$ cat src/rtl/tx_seq_pkg.sv
// rtl/tx_seq_pkg.sv - state encoding, parameter defaults and widths for the TX sequencing controller
package tx_seq_pkg;

  typedef enum logic [1:0] {
    ST_IDLE   = 2'd0,
    ST_SEARCH = 2'd1,
    ST_LOCKED = 2'd2
  } tx_state_e;

  localparam int DEF_OS_FACTOR = 4;
  localparam int DEF_LAT_MAX   = 511;
  localparam int DEF_WIN_LEN   = 64;
  localparam int DEF_LOSS_THR  = 8;
  localparam int LAT_W         = 9;

  // Next alignment latency to try; wraps to 0 past lat_max so the search never terminates.
  function automatic logic [LAT_W-1:0] lat_step(input logic [LAT_W-1:0] lat,
                                                input int unsigned     lat_max);
    if (32'(lat) >= lat_max) begin
      return '0;
    end
    return lat + LAT_W'(1);
  endfunction

endpackage

$ cat src/rtl/tx_strobe_gen.sv
// rtl/tx_strobe_gen.sv - oversampling counter producing the symbol strobe and phase-selected downsampling strobe
module tx_strobe_gen
  import tx_seq_pkg::*;
#(
  parameter int OS_FACTOR = DEF_OS_FACTOR
) (
  input  logic       clock,
  input  logic       i_reset,
  input  logic       i_enable,
  input  logic [1:0] i_phase,
  output logic       o_sym_stb,
  output logic       o_ds_stb
);

  localparam int PH_W = (OS_FACTOR > 2) ? $clog2(OS_FACTOR) : 1;

  logic [PH_W-1:0] os_cnt_q;
  logic [PH_W-1:0] os_cnt_d;
  logic [PH_W-1:0] phase_q;
  logic [PH_W-1:0] phase_d;
  logic            sym_stb;

  assign sym_stb   = i_enable && !i_reset && (os_cnt_q == '0);
  assign o_sym_stb = sym_stb;
  assign o_ds_stb  = i_enable && !i_reset && (os_cnt_q == phase_q);

  always_comb begin
    os_cnt_d = '0;
    if (i_enable && (os_cnt_q != PH_W'(OS_FACTOR - 1))) begin
      os_cnt_d = os_cnt_q + PH_W'(1);
    end
  end

  // Out-of-range phase requests clamp to the last sample of the symbol.
  always_comb begin
    phase_d = PH_W'(i_phase);
    if ({30'd0, i_phase} >= 32'(OS_FACTOR)) begin
      phase_d = PH_W'(OS_FACTOR - 1);
    end
  end

  always_ff @(posedge clock or posedge i_reset) begin
    if (i_reset) begin
      os_cnt_q <= '0;
      phase_q  <= '0;
    end else begin
      os_cnt_q <= os_cnt_d;
      if (sym_stb) begin
        phase_q <= phase_d;
      end
    end
  end

endmodule

$ cat src/rtl/tx_seq_ctrl.sv
// rtl/tx_seq_ctrl.sv - symbol sequencer with BER alignment-latency search and lock tracking
// Optional feature: TX_SEQ_LOCK_LOSS_EN returns LOCKED to SEARCH when a window sees LOSS_THR errors.
module tx_seq_ctrl
  import tx_seq_pkg::*;
#(
  parameter int OS_FACTOR = DEF_OS_FACTOR,
  parameter int LAT_MAX   = DEF_LAT_MAX,
  parameter int WIN_LEN   = DEF_WIN_LEN,
  parameter int LOSS_THR  = DEF_LOSS_THR
) (
  input  logic             clock,
  input  logic             i_reset,
  input  logic             i_enable,
  input  logic [1:0]       i_phase,
  input  logic             i_err,
  output logic             o_sym_stb,
  output logic             o_ds_stb,
  output logic [LAT_W-1:0] o_lat_sel,
  output logic             o_locked,
  output logic [1:0]       o_state
);

  localparam int WIN_W   = (WIN_LEN > 2) ? $clog2(WIN_LEN) : 1;
  localparam int ERR_TOP = (LOSS_THR > WIN_LEN) ? LOSS_THR : WIN_LEN;
  localparam int ERR_W   = $clog2(ERR_TOP + 1);

  tx_state_e        state_q;
  logic [LAT_W-1:0] lat_q;
  logic [WIN_W-1:0] win_q;
  logic [ERR_W-1:0] err_q;
  logic [ERR_W-1:0] err_d;
  logic             locked_q;
  logic             sym_stb;
  logic             win_end;

  tx_strobe_gen #(
    .OS_FACTOR(OS_FACTOR)
  ) u_strobe (
    .clock    (clock),
    .i_reset  (i_reset),
    .i_enable (i_enable),
    .i_phase  (i_phase),
    .o_sym_stb(sym_stb),
    .o_ds_stb (o_ds_stb)
  );

  assign o_sym_stb = sym_stb;
  assign o_lat_sel = lat_q;
  assign o_locked  = locked_q;
  assign o_state   = state_q;
  assign win_end   = (win_q == WIN_W'(WIN_LEN - 1));

  // Error total including the symbol being strobed now, saturating instead of wrapping.
  always_comb begin
    err_d = err_q;
    if (i_err && (err_q != {ERR_W{1'b1}})) begin
      err_d = err_q + ERR_W'(1);
    end
  end

  always_ff @(posedge clock or posedge i_reset) begin
    if (i_reset) begin
      state_q  <= ST_IDLE;
      lat_q    <= '0;
      win_q    <= '0;
      err_q    <= '0;
      locked_q <= 1'b0;
    end else if (!i_enable) begin
      state_q  <= ST_IDLE;
      win_q    <= '0;
      err_q    <= '0;
      locked_q <= 1'b0;
    end else if (sym_stb) begin
      case (state_q)
        ST_IDLE: begin
          state_q  <= ST_SEARCH;
          lat_q    <= '0;
          win_q    <= '0;
          err_q    <= '0;
          locked_q <= 1'b0;
        end
        ST_SEARCH: begin
          if (win_end) begin
            win_q <= '0;
            err_q <= '0;
            if (err_d == '0) begin
              state_q  <= ST_LOCKED;
              locked_q <= 1'b1;
            end else begin
              lat_q <= lat_step(lat_q, LAT_MAX);
            end
          end else begin
            win_q <= win_q + WIN_W'(1);
            err_q <= err_d;
          end
        end
        ST_LOCKED: begin
          if (win_end) begin
            win_q <= '0;
            err_q <= '0;
`ifdef TX_SEQ_LOCK_LOSS_EN
            if (32'(err_d) >= 32'(LOSS_THR)) begin
              state_q  <= ST_SEARCH;
              locked_q <= 1'b0;
              lat_q    <= lat_step(lat_q, LAT_MAX);
            end
`endif
          end else begin
            win_q <= win_q + WIN_W'(1);
            err_q <= err_d;
          end
        end
        default: begin
          state_q  <= ST_IDLE;
          locked_q <= 1'b0;
        end
      endcase
    end
  end

endmodule

$ cat config.mk
export PLATFORM = sky130hd
export DESIGN_NAME = tx_seq_ctrl
export DESIGN_NICKNAME = d
export VERILOG_FILES = /design/src/rtl/tx_seq_pkg.sv /design/src/rtl/tx_strobe_gen.sv /design/src/rtl/tx_seq_ctrl.sv
export SDC_FILE = /design/constraint.sdc
export NUM_CORES = 1
export LEC_CHECK = 0
export BUFFER_PORTS_ARGS = -buffer_cell sky130_fd_sc_hd__buf_2
export CORE_MARGIN = 2
export CORE_UTILIZATION = 35
export CTS_CLUSTER_SIZE = 8
export DETAILED_ROUTE_END_ITERATION = 10
export PLACE_DENSITY = 0.58
export SLEW_MARGIN = 20
export SYNTH_ARGS = -nofsm -noshare
export SYNTH_HDL_FRONTEND = slang
export SYNTH_SLANG_ARGS = --single-unit
export TNS_END_PERCENT = 20
$ cat constraint.sdc
create_clock -name clock -period 5.29 [get_ports clock]
set_input_delay 0.7935 -clock clock [delete_from_list [all_inputs] [get_ports clock]]
set_output_delay 0.7935 -clock clock [all_outputs]
set_load 0.02 [all_outputs]
* After elaboration in Yosys (flattened, before gate mapping) *
Cells that the tools add are included.

word-level totals
  bits in registers = 29
  output and inout bits = 14
  logic and storage cells = 70

operators by class
  $add $sub $neg = 4
  order comparisons = 1
  equal/unequal tests = 13
  muxes and demuxes = 31
  reduce and logical (&&, ||, !) cells = 14

operators with widths
  kind                                                   number
  2-to-1 mux 9 bit                                       4
  2-to-1 mux 7 bit                                       4
  2-to-1 mux 6 bit                                       3
  case mux 9 bit (2 select lines)                        1
  case mux 7 bit (2 select lines)                        1
  case mux 6 bit (2 select lines)                        1
  2-to-1 mux 1 bit                                       10
  2-to-1 mux 2 bit                                       5
  adder 9 x 1 -> 9 bit, second input constant            1
  >= comparator 9 bit, second input constant             1
  inequality test 2 bit, second input constant           4
  adder 7 x 1 -> 7 bit, second input constant            1
  logical NOT 7 bit                                      1
  inequality test 7 bit, second input constant           1
  adder 6 x 1 -> 6 bit, second input constant            1
  equality test 6 bit, second input constant             1
  inequality test 3 bit, second input constant           2
  case mux 2 bit (3 select lines)                        1
  logical AND 1 bit                                      5
  AND reduction 5 bit                                    1
  logical NOT 2 bit                                      2
  AND reduction 4 bit                                    1
  inequality test 3 x 2 -> 1 bit, second input constant  1
  adder 2 x 1 -> 2 bit, second input constant            1
  9 further kinds                                        9

* Longest topological paths before layout *
  depth after elaboration = 13
  mapped depth = 10
  depth with buffers taken out = 10

* Hierarchy *
A second synthesis with hierarchy kept.

second synthesis, totals
  cell total of the unflattened synthesis = 213
  area total of the unflattened synthesis = 1906.8 um^2

modules (own cells, without submodules)
  module         instances  cells each  area an instance (um^2)  seq. area each (um^2)
  tx_seq_ctrl    1          195         1667.8                   600.6
  tx_strobe_gen  1          18          239.0                    100.1

* Worst setup path after synthesis *
No wires, ideal clock.

  path kind = input to register
  from = input i_reset
  to = register win_q[4]
  setup time = 0.066 ns
  arrival = 2.826 ns
  data required time = 5.224 ns
  path slack = 2.398 ns
  cell stages on the path = 7
  path buffers = 0
  path through = inv_1 -> nand3_1 -> inv_2 -> o21ai_1 -> and2_1 -> or4_1 -> nand2_1

between the ends
  word-level cells in the longest chain between the ends = 5

ends and longest elaborated chain
  element                                          RTL line             RTL
  start, declared                                  tx_seq_ctrl.sv:12    input logic i_reset,
  logical NOT 1 bit                                tx_strobe_gen.sv:23  assign sym_stb = i_enable && !i_reset && (os_cnt_q == '0);
  logical AND 1 bit (2 in a row)                   tx_strobe_gen.sv:23
  named net o_sym_stb                              tx_seq_ctrl.sv:16    output logic o_sym_stb,
  inequality test 2 x 1 -> 1 bit (no source line)  -
  AND reduction 2 bit (no source line)             -
  end signal, assigned                             tx_seq_ctrl.sv:93    win_q <= win_q + WIN_W'(1);
  end signal, assigned                             tx_seq_ctrl.sv:109   win_q <= win_q + WIN_W'(1);
  end, declared                                    tx_seq_ctrl.sv:29    logic [WIN_W-1:0] win_q;

The timed path passes the listed nets, and every way through them passes these cells.
A chain may end at the register's enable or synchronous reset.

* Worst setup path in the final report *
  from = input i_reset
  to = output o_sym_stb

between the ends
  word-level cells in the longest chain between the ends = 3

ends and longest elaborated chain
  element                         RTL line
  logical NOT 1 bit               tx_strobe_gen.sv:23
  logical AND 1 bit (2 in a row)  tx_strobe_gen.sv:23
  end, declared                   tx_seq_ctrl.sv:16

No other way between the ends.

==> out/metrics.yaml <==
synth_fa_ha_area_share_pct: 7.153
p_clk_share_pct: 27.9
reg2reg_from: "o_lat_sel[0]"
whs_ns: 0.4724
crit_path_frequent_cell: "buf_2"
final_nets: 230
grt_pass1_vias: 1324
rows: 25
power_mw: 0.4875
clk_path_buf_depth: 2
gr-total-overflow: 0
die_h_um: 74.70
critical_path.max_fanout: 15
finalSetupViolCount: 0
p_sw_share_pct: 31.62
yosys_register_bits: 28
first_iter_violations: 91
worstPathCellList: "buf_2 -> inv_1 -> nand3_1 -> inv_2 -> buf_2"
grt_max_degree: 17
whs_endpoint: "win_q[5]"
switching_power_mw: 0.1541
ys_seq_area_share_pct: 40.06
syn-cell-area_um2: 1749
drtAntennaViolNets: 0
instances_no_fill: 280
hold_buffers: 0
worst_slew_pin_slew_ns: 0.5754
holdCritPathClass: "reg2reg"
critical_path_class: "in2out"
portBuffers: 19
finalWorstPathRequiredPeriod_ns: 2.845
cts_setup_buffers: 0
yosys_warnings: 0
worstSetupStartpointType: "primary input"
die_area_um2: 5579
area_delta_synth_final_pct: 10.94
dp_cells: 276
final_common_cell: "dfrtp_1"
pwr-share-comb_pct: 21.4
synthesis.nets: 211
max_slew_margin_pct: 61.60
required_ns: 4.50
cts_tree: "yes"
io_pins: 20
synth.avg_cell_area_um2: 8.970
p_leak_nw: 0.9060
synth_top_family_by_area: "simple AND/OR/NAND/NOR gates"
layout-drive-gt1-share_pct: 15.49
n_fill_cell: 492
initial_core_util_pct: 36.55
routed_wl_um: 3598
skew_ns: 0.003721
synth_compound_area_share_pct: 20.46
grt.total_usage_pct: 14.27
globalplace.congestion: 0.7784
synthSimpleGateAreaFrac_pct: 24.96
outcome: "complete, no violations"
power_density_nw_per_um2: 251.2
vias: 1427
peakVddDrop_mv: 0.1128
rsz0062_at_grt: "no"
synth_cells: 195
place_hpwl_um: 2667
drc: 0
synth-xor-area-share_pct: 2.003
cts_buffers: 3
async_reset_ff_share_pct: 100.0
root_buffer: "clkbuf_8"
synth_mux_area_share_pct: 0.5722
final_cell_mix: "dfrtp_1 (28), nand2_1 (24), buf_2 (19)"
r2r-end: "o_lat_sel[4]"
critical_path.slowest_cell: "inv_1"
seqPwrFrac_pct: 50.8
drv_slew: 0
reg2reg_slack_ns: 2.87
first_pass_iters: 4
grt_pass1_wl_um: 6272
p_int_mw: 0.3333
htreeDepth: 1
finalHoldViolCount: 0
cts_resized: 0
synth_edf_count: 0
fp.coreArea_um2: 4786
worstPathArrival_ns: 2.05
period_share_pct: 53.78
cp_slowest_stage_delay_ns: 0.42
yosys_most_used_dff: "dfrtp_1"
n_antenna_cell: 0
cts.clk_slew.worst_paths_ns: 0.10
rr_worst_depth: 10
ys_types: 44
clock_latency_ns: 0.28
die_w_um: 74.70
clock-sinks: 28
holdPathStages: 1
hold_path_startpoint: "win_q[5]"
wl_per_cell_um: 12.85
cap_violations: 0
max_freq_mhz: 351.5
vias_per_cell: 5.096
grt_antenna_before_repair: 0
tns_ns: 0
cp-end-kind: "primary output"
flip-flops by register name, indices dropped and copies added (netlist names):
register,count
win_q,6
err_q,7
u_strobe.os_cnt_q,2
o_state,2
u_strobe.phase_q,2
o_lat_sel,9
logic make-up after synthesis:
kind of cell               Yosys count
muxes                                1
AOI/OAI and AO/OA                   55
buffers and inverters               15
and+or+nand+nor                     82
xor gates and xnor gates             4
adders and majority gates           10
DFF                                 28
through the flow:
step	setup WS [ns]	util [%]	area, um^2
final	2.445	40.55	1941
after CTS	2.384	40.55	1941
after global routing	2.255	40.55	1941
after floorplan	2.398	-	1749
after detailed placement	2.296	39.40	1886
after global placement	2.350	39.40	1886
power by group through the flow:
| stage | logic, mW | clock network, mW | registers, mW |
|---|---|---|---|
| floorplan | 0.0673 | 0 | 0.258 |
| global placement | 0.105 | 0 | 0.252 |
| detailed placement | 0.104 | 0 | 0.252 |
| CTS | 0.105 | 0.140 | 0.247 |
| global route | 0.117 | 0.145 | 0.251 |
| finish | 0.104 | 0.136 | 0.247 |
worst max-delay path: cells and delay by family:
family | cells | cell delay (ns)
buf+inv | 4 | 0.91
simple gates | 1 | 0.34
metal layers:
metal  share of wire, %  wire (um)  track usage, %  vias to the layer above
met5                  0          0               0                        -
met4                1.4         51           4.762                        0
met3                2.8         99           1.606                        5
met2                 42       1507           20.85                       22
met1                 54       1939           21.96                      653
li1                   -          -               -                      747
synth_stat cells, types with 2 or more instances:
master,count,area share (%)
a21o_1,2,0.86
a21oi_1,7,2.0
a31oi_1,2,0.72
and2_1,2,0.72
and3_1,7,2.5
and4_1,2,1.0
buf_6,3,1.9
dfrtp_1,28,40
ha_1,10,7.2
inv_1,8,1.7
nand2_1,24,5.2
nand2b_1,3,1.1
nand3_1,12,3.4
nand4_1,5,1.8
nor2_1,10,2.1
nor2b_1,3,1.1
nor3_1,3,0.86
nor3b_1,2,0.86
o21ai_0,18,5.2
o21ai_1,8,2.3
o21ai_2,2,1.0
o31ai_1,7,3.0
or3_1,3,1.1
xnor2_1,4,2.0
worst max-delay path by stage:
stage	start	to	slack, ns	depth (start not counted)
global route	i_reset	o_sym_stb	2.26	5
floorplan	i_reset	win_q[4]	2.40	7
detailed placement	i_reset	win_q[4]	2.30	8
global placement	i_reset	win_q[4]	2.35	8
finish	i_reset	o_sym_stb	2.44	5
CTS	i_reset	o_ds_stb	2.38	5
area by class of cell:
cell class / count / area, um^2 / area share (%)
flip-flops and latches: 28 / 700.7 / 36.11
clock buffers: 4 / 55.05 / 2.837
well taps: 67 / 83.83 / 4.320
inverters: 9 / 33.78 / 1.741
repair buffers: 20 / 102.6 / 5.287
multi-input cells: 152 / 964.7 / 49.71
No activity file was read; power rests on OpenSTA's default activity.
